--- config.mk ---
export PLATFORM = sky130hd
export DESIGN_NAME = axi_lite_master_bridge
export DESIGN_NICKNAME = d
export VERILOG_FILES = /design/src/rtl/axi_lite_master_bridge.sv
export SDC_FILE = /design/constraint.sdc
export NUM_CORES = 1
export LEC_CHECK = 0
export CELL_PAD_IN_SITES_DETAIL_PLACEMENT = 2
export CELL_PAD_IN_SITES_GLOBAL_PLACEMENT = 2
export CORE_MARGIN = 2
export CORE_UTILIZATION = 27
export DETAILED_ROUTE_END_ITERATION = 16
export GPL_ROUTABILITY_DRIVEN = 0
export GPL_TIMING_DRIVEN = 1
export PLACE_DENSITY = 0.89
export SKIP_CTS_REPAIR_TIMING = 1
export SLEW_MARGIN = 20
export SYNTH_ARGS = -nofsm -noshare
export SYNTH_HDL_FRONTEND = slang
export SYNTH_SLANG_ARGS = --single-unit
--- constraint.sdc ---
create_clock -name i_axi_clk -period 5.8 [get_ports i_axi_clk]
set_input_delay 0.87 -clock i_axi_clk [delete_from_list [all_inputs] [get_ports i_axi_clk]]
set_output_delay 0.87 -clock i_axi_clk [all_outputs]
set_load 0.02 [all_outputs]
--- src/rtl/axi_lite_master_bridge.sv ---
`default_nettype none
// ============================================================================
// Module  : axi_lite_master_bridge
// Brief   : Single-outstanding command/response to AXI4-Lite master bridge.
// Rev     : 1.0  initial release
// ============================================================================
module axi_lite_master_bridge #(
    parameter int ADDR_WIDTH = 32
) (
    input  logic                  i_axi_clk,
    input  logic                  i_axi_rst,
    input  logic                  i_cmd_valid,
    output logic                  o_cmd_ready,
    input  logic                  i_cmd_write,
    input  logic [ADDR_WIDTH-1:0] i_cmd_addr,
    input  logic [31:0]           i_cmd_wdata,
    input  logic [3:0]            i_cmd_wstrb,
    output logic                  o_rsp_valid,
    input  logic                  i_rsp_ready,
    output logic                  o_rsp_write,
    output logic [1:0]            o_rsp_resp,
    output logic [31:0]           o_rsp_rdata,
    output logic                  o_awvalid,
    output logic [ADDR_WIDTH-1:0] o_awaddr,
    input  logic                  i_awready,
    output logic                  o_wvalid,
    output logic [31:0]           o_wdata,
    output logic [3:0]            o_wstrb,
    input  logic                  i_wready,
    input  logic                  i_bvalid,
    input  logic [1:0]            i_bresp,
    output logic                  o_bready,
    output logic                  o_arvalid,
    output logic [ADDR_WIDTH-1:0] o_araddr,
    input  logic                  i_arready,
    input  logic                  i_rvalid,
    input  logic [31:0]           i_rdata,
    input  logic [1:0]            i_rresp,
    output logic                  o_rready
);

    typedef enum logic [2:0] {
        ST_IDLE  = 3'd0,
        ST_WRITE = 3'd1,
        ST_WRESP = 3'd2,
        ST_RADDR = 3'd3,
        ST_RDATA = 3'd4,
        ST_RSP   = 3'd5
    } state_t;

    state_t                state_q;
    logic                  cmd_ready_q;
    logic                  awvalid_q;
    logic                  wvalid_q;
    logic                  bready_q;
    logic                  arvalid_q;
    logic                  rready_q;
    logic                  rsp_valid_q;
    logic                  rsp_write_q;
    logic [1:0]            rsp_resp_q;
    logic [31:0]           rsp_rdata_q;
    logic [ADDR_WIDTH-1:0] awaddr_q;
    logic [ADDR_WIDTH-1:0] araddr_q;
    logic [31:0]           wdata_q;
    logic [3:0]            wstrb_q;

    // A channel counts as done once its VALID is already low or handshakes now.
    logic w_aw_done;
    logic w_w_done;

    assign w_aw_done = !awvalid_q || i_awready;
    assign w_w_done  = !wvalid_q  || i_wready;

    always_ff @(posedge i_axi_clk or posedge i_axi_rst) begin
        if (i_axi_rst) begin
            state_q     <= ST_IDLE;
            cmd_ready_q <= 1'b0;
            awvalid_q   <= 1'b0;
            wvalid_q    <= 1'b0;
            bready_q    <= 1'b0;
            arvalid_q   <= 1'b0;
            rready_q    <= 1'b0;
            rsp_valid_q <= 1'b0;
            rsp_write_q <= 1'b0;
            rsp_resp_q  <= 2'b00;
            rsp_rdata_q <= 32'd0;
            awaddr_q    <= '0;
            araddr_q    <= '0;
            wdata_q     <= 32'd0;
            wstrb_q     <= 4'd0;
        end else begin
            case (state_q)
                ST_IDLE: begin
                    cmd_ready_q <= 1'b1;
                    if (i_cmd_valid && cmd_ready_q) begin
                        cmd_ready_q <= 1'b0;
                        rsp_write_q <= i_cmd_write;
                        if (i_cmd_write) begin
                            awaddr_q  <= i_cmd_addr;
                            wdata_q   <= i_cmd_wdata;
                            wstrb_q   <= i_cmd_wstrb;
                            awvalid_q <= 1'b1;
                            wvalid_q  <= 1'b1;
                            state_q   <= ST_WRITE;
                        end else begin
                            araddr_q  <= i_cmd_addr;
                            arvalid_q <= 1'b1;
                            state_q   <= ST_RADDR;
                        end
                    end
                end
                ST_WRITE: begin
                    if (awvalid_q && i_awready) begin
                        awvalid_q <= 1'b0;
                    end
                    if (wvalid_q && i_wready) begin
                        wvalid_q <= 1'b0;
                    end
                    if (w_aw_done && w_w_done) begin
                        bready_q <= 1'b1;
                        state_q  <= ST_WRESP;
                    end
                end
                ST_WRESP: begin
                    if (i_bvalid) begin
                        bready_q    <= 1'b0;
                        rsp_resp_q  <= i_bresp;
                        rsp_rdata_q <= 32'd0;
                        rsp_valid_q <= 1'b1;
                        state_q     <= ST_RSP;
                    end
                end
                ST_RADDR: begin
                    if (i_arready) begin
                        arvalid_q <= 1'b0;
                        rready_q  <= 1'b1;
                        state_q   <= ST_RDATA;
                    end
                end
                ST_RDATA: begin
                    if (i_rvalid) begin
                        rready_q    <= 1'b0;
                        rsp_rdata_q <= i_rdata;
                        rsp_resp_q  <= i_rresp;
                        rsp_valid_q <= 1'b1;
                        state_q     <= ST_RSP;
                    end
                end
                ST_RSP: begin
                    if (i_rsp_ready) begin
                        rsp_valid_q <= 1'b0;
                        cmd_ready_q <= 1'b1;
                        state_q     <= ST_IDLE;
                    end
                end
                default: begin
                    state_q <= ST_IDLE;
                end
            endcase
        end
    end

    assign o_cmd_ready = cmd_ready_q;
    assign o_rsp_valid = rsp_valid_q;
    assign o_rsp_write = rsp_write_q;
    assign o_rsp_resp  = rsp_resp_q;
    assign o_rsp_rdata = rsp_rdata_q;
    assign o_awvalid   = awvalid_q;
    assign o_awaddr    = awaddr_q;
    assign o_wvalid    = wvalid_q;
    assign o_wdata     = wdata_q;
    assign o_wstrb     = wstrb_q;
    assign o_bready    = bready_q;
    assign o_arvalid   = arvalid_q;
    assign o_araddr    = araddr_q;
    assign o_rready    = rready_q;

endmodule
`default_nettype wire

# Word-level counts from Yosys, hierarchy flattened
# Index checks and enable logic that the tools add are counted.
[totals] mem_bits_ro=0 latchBits=0 inputBits=114 wordCells=96 regBits=145 n_memories=0 mem_bits_rw=0 out_inout_bits=142
[op_classes] mul=0 n_shift=0 n_reduce_logical=28 div_mod_pow=0 n_mux=37 add_sub_neg=0 eq_ne=15 order_cmp=0 bitwise=1
[op_table] op="32-bit 2-to-1 mux" n=2
[op_table] op="32-bit one-hot mux with 2 select lines" n=1
[op_table] op="2-bit != test, second input constant" n=10
[op_table] op="3-bit 2-to-1 mux" n=6
[op_table] op="3-bit one-hot mux with 6 select lines" n=1
[op_table] op="1-bit 2-to-1 mux" n=16
[op_table] op="4-bit AND reduction" n=4
[op_table] op="3-bit AND reduction" n=5
[op_table] op="1-bit one-hot mux with 2 select lines" n=6
[op_table] op="2-bit nonzero test" n=6
[op_table] op="3-bit by 2-bit equality test with 1-bit output, second input constant" n=2
[op_table] op="3-bit equality test, second input constant" n=2
[op_table] op="2-bit 2-to-1 mux" n=3
[op_table] op="6-bit AND reduction" n=1
[op_table] op="1-bit logical AND" n=4
[op_table] op="2-bit one-hot mux with 2 select lines" n=1
[op_table] op="2-bit AND reduction" n=2
[op_table] op="3-bit by 1-bit equality test with 1-bit output, second input constant" n=1
[op_table] op="3-bit logical NOT" n=1
[op_table] op="1-bit one-hot mux with 3 select lines" n=1
[op_table] op="3-bit nonzero test" n=1
[op_table] op="1-bit logical NOT" n=2
[op_table] op="1-bit logical OR" n=2
[op_table] op="1-bit inverter" n=1

# Depth between registers and ports, before layout
[logic_depth] ltp_word=5 depth_mapped=6 mapped_depth_nobuf=3

# Worst setup path after synthesis
# No wires, ideal clock.
[synth_timing] kind="input -> register" startpoint="input port i_cmd_write" endpoint="register araddr_q[10], in the netlist o_araddr[10]" cell_stages=4 setup_slack_ns=3.985 arrival_time_ns=1.690 required_ns=5.675 setup_ns=0.125 n_path_buf=2 cell_sequence="and4b_1 -> buf_4 -> buf_6 -> mux2_4"
[synth_via] elab_chain_len=2
[synth_lines] element="start, declared" line="14" rtl="input logic i_cmd_write,"
[synth_lines] element="1-bit inverter (no line)"
[synth_lines] element="3-bit AND reduction (no line)"
[synth_lines] element="end signal, assigned" line="106" rtl="araddr_q <= i_cmd_addr;"
[synth_lines] element="end, declared" line="63" rtl="logic [ADDR_WIDTH-1:0] araddr_q;"
# No other way between the ends.
# A chain may end at the register's enable or synchronous reset.

# Worst setup path in the final report
[layout_timing] startpoint="input port i_cmd_valid" endpoint="register araddr_q[2], in the netlist o_araddr[2]"
[layout_via] elab_chain_len=2
[layout_lines] element="start, declared" line="12" rtl="input logic i_cmd_valid,"
[layout_lines] element="1-bit logical AND" line="95" rtl="if (i_cmd_valid && cmd_ready_q) begin"
[layout_lines] element="3-bit AND reduction (no line)"
# No other way between the ends.

==> out/metrics.cfg <==
[layout]
design_area_um2 = 9336
nFillCells = 2167
finalNetCount = 791
multi_input_area_um2 = 2061
seqCellArea_um2 = 3628
diodes = 0
area_delta_synth_final_pct = 55.85
drive_above_1_share = 0.1043

[sta]
min_period_ps = 2619
tightest_slew_ps = 1088
setup_viol = 0
max-slew-margin-rel = 0.2747
finalMaxSlewViolations = 0
period_share = 0.4516
rsz0062_at_grt = false
timing.fmax_ghz = 0.3818
skew_ps = 8.258
hold_viol = 0
setup_tns_ps = 0

[detailed_routing]
drtIter0Drc = 112
vias_per_cell = 4.466
drt-total-wl_um = 19150
post_drt_wl_per_cell_um = 19.74
detail-route-antenna-nets = 0
dr.pass1.iters = 4
drc = 0
vias = 4332

[pwr]
ir_drop_mv = 0.2079
pwr-share-comb = 0.466
leakagePower_nw = 3.859
p_per_area_nw_per_um2 = 589.4
switching_share = 0.3796
power_frac_clock = 0.198
netSwitchingPower_mw = 2.089
p_int_mw = 3.414
seqPwrFrac = 0.336

[setup_path]
r2r-start = state_q[0]
crit_start = i_cmd_valid
path_max_fanout = 33
crit_arrival_ps = 2920
end_kind = flop
worstRegToRegCells = 3
required_ps = 6100
r2r_end = o_araddr[2]
start_kind = input pin
rrSetupSlack_ps = 3250
cp-endpoint = o_araddr[2]
critical_path_class = in2reg

[placed_design]
numPortBuffers = 255
hpwl_um = 14030
dpl_cell_area_um2 = 8762

[cts]
cts_root_buffer = clkbuf_16
clk_pin_slew_ps = 70
htree_levels = 4
clkLatencyLatePin_ps = 420
cts.path.max_buffers = 2
clkSinkCount = 145
cts_tree = yes
cts_inserted_buffers = 17

[yosys]
avgSynthCellArea_um2 = 14.26
synth_nets = 534
netlist_top_cells_area = dfrtp_1 (61%), mux2_1 (14%), mux2i_1 (5.3%)
ys.flop_type = dfrtp_1
async_flop_share = 1.000
synthDominantCellAreaShare = 0.6057
synth_cells = 420
synth_common_cells = dfrtp_1 (145), mux2_1 (76), nand2_1 (38), inv_1 (36), mux2i_1 (32)
synth_cell_types = 35
ys_ff_latch = 145
synth_edf_count = 0
yosys_warnings = 0
yosysSeqAreaShare = 0.6057
syn_area_um2 = 5991
yosysMostFrequentCell = dfrtp_1
synth_top_cell_by_area = dfrtp_1

[floorplan]
fp.dieW_um = 153.0
num_io_pins = 256
dieArea_um2 = 23400
die_y_um = 153.0
initial_core_util = 0.2745
rows = 54
core_um2 = 21820

[grt]
grt_max_degree = 99
grt_pass1_wl_um = 30770
grt_pass1_vias = 5168
grt_usage = 0.1679
grt_overflow = 0
antenna_found_initial = 0

[worst_hold_path]
holdCritPathClass = reg2reg

[run_status]
status = finished, final reports clean

[job]
drv_cap = 0

==> critical path, stage by stage <==
cell and delay, ps:
clkdlybuf4s50_1 600, and4b_2 1000, mux2_2 420
==> placed cells by master, fill, tap and decap left out, types with 2 or more instances in the layout <==
master and instances:
clkinv_2 2, mux2_4 20, nand2_1 38, o21ai_0 2, mux2_2 9, clkinvlp_4 3
dfrtp_1 145, o41ai_1 2, inv_8 3, buf_4 4, mux2_1 76, clkbuf_16 17
nor2b_1 2, nand2b_1 5, clkdlybuf4s50_1 255, nor2_1 3, a21oi_1 3, a21o_1 2
inv_6 6, mux2i_1 32, inv_1 35, o22a_1 2, nand3b_1 4, a31oi_1 4
==> power by group through the flow <==
stage	clock network (mW)	logic [mW]	registers (mW)
global placement	0	2.49	1.81
finish	1.09	2.56	1.85
CTS	1.12	2.61	1.86
detailed placement	0	2.59	1.87
global route	1.17	2.71	1.92
floorplan	0	0.735	2.36
==> layer usage <==
layer | routed length, µm | vias up | track usage
met5 | 0 | - | 0
met4 | 360 | 0 | 0.05732
met3 | 874 | 22 | 0.03771
met2 | 10490 | 141 | 0.3096
met1 | 7428 | 2234 | 0.1908
li1 | - | 1935 | -
==> logic make-up after synthesis <==
kind of cell,after synthesis,synth area share
simple gates,58,0.05054
buf+inv,57,0.05159
compound gates,23,0.02882
flops,145,0.6057
mux,137,0.2634
==> area by class of cell <==
type | instances | share of cell area
clock buffer | 17 | 0.04556
clock inverter | 15 | 0.01595
inverter | 36 | 0.01501
multi-input combinational | 218 | 0.2207
sequential | 145 | 0.3886
tap | 280 | 0.03752
timing repair buffer | 259 | 0.2766
==> per-stage QoR <==
stage	power [mW]	setup WS [ps]	util	instances	hold slack (ps)
after floorplan	3.098	1035	-	420	604.6
after global placement	4.304	2766	0.4015	938	471.3
after detailed placement	4.461	2690	0.4015	938	481.5
after CTS	5.593	3145	0.4278	970	499.6
after global routing	5.803	3068	0.4278	970	509.8
final	5.503	3181	0.4278	970	493.3
==> worst min path at each step <==
| stage | start | end | slack (ps) | cells after the start |
|---|---|---|---|---|
| global route | o_wdata[22] | o_wdata[22] | 510 | 1 |
| finish | o_awaddr[4] | o_awaddr[4] | 490 | 1 |
| CTS | o_awaddr[26] | o_awaddr[26] | 500 | 1 |
| detailed placement | o_wdata[1] | o_wdata[1] | 480 | 1 |
| global placement | o_araddr[0] | o_araddr[0] | 470 | 1 |
| floorplan | o_rsp_rdata[0] | o_rsp_rdata[0] | 600 | 2 |
==> sequential cells by signal (all words and copies together) (netlist names) <==
signal	count
state_q	3
o_rready	1
o_arvalid	1
o_wdata	32
o_wvalid	1
o_bready	1
o_rsp_rdata	32
o_awaddr	32
o_awvalid	1
o_rsp_valid	1
o_rsp_write	1
o_wstrb	4
o_araddr	32
o_cmd_ready	1
o_rsp_resp	2
No activity file was read; power rests on OpenSTA's default activity.
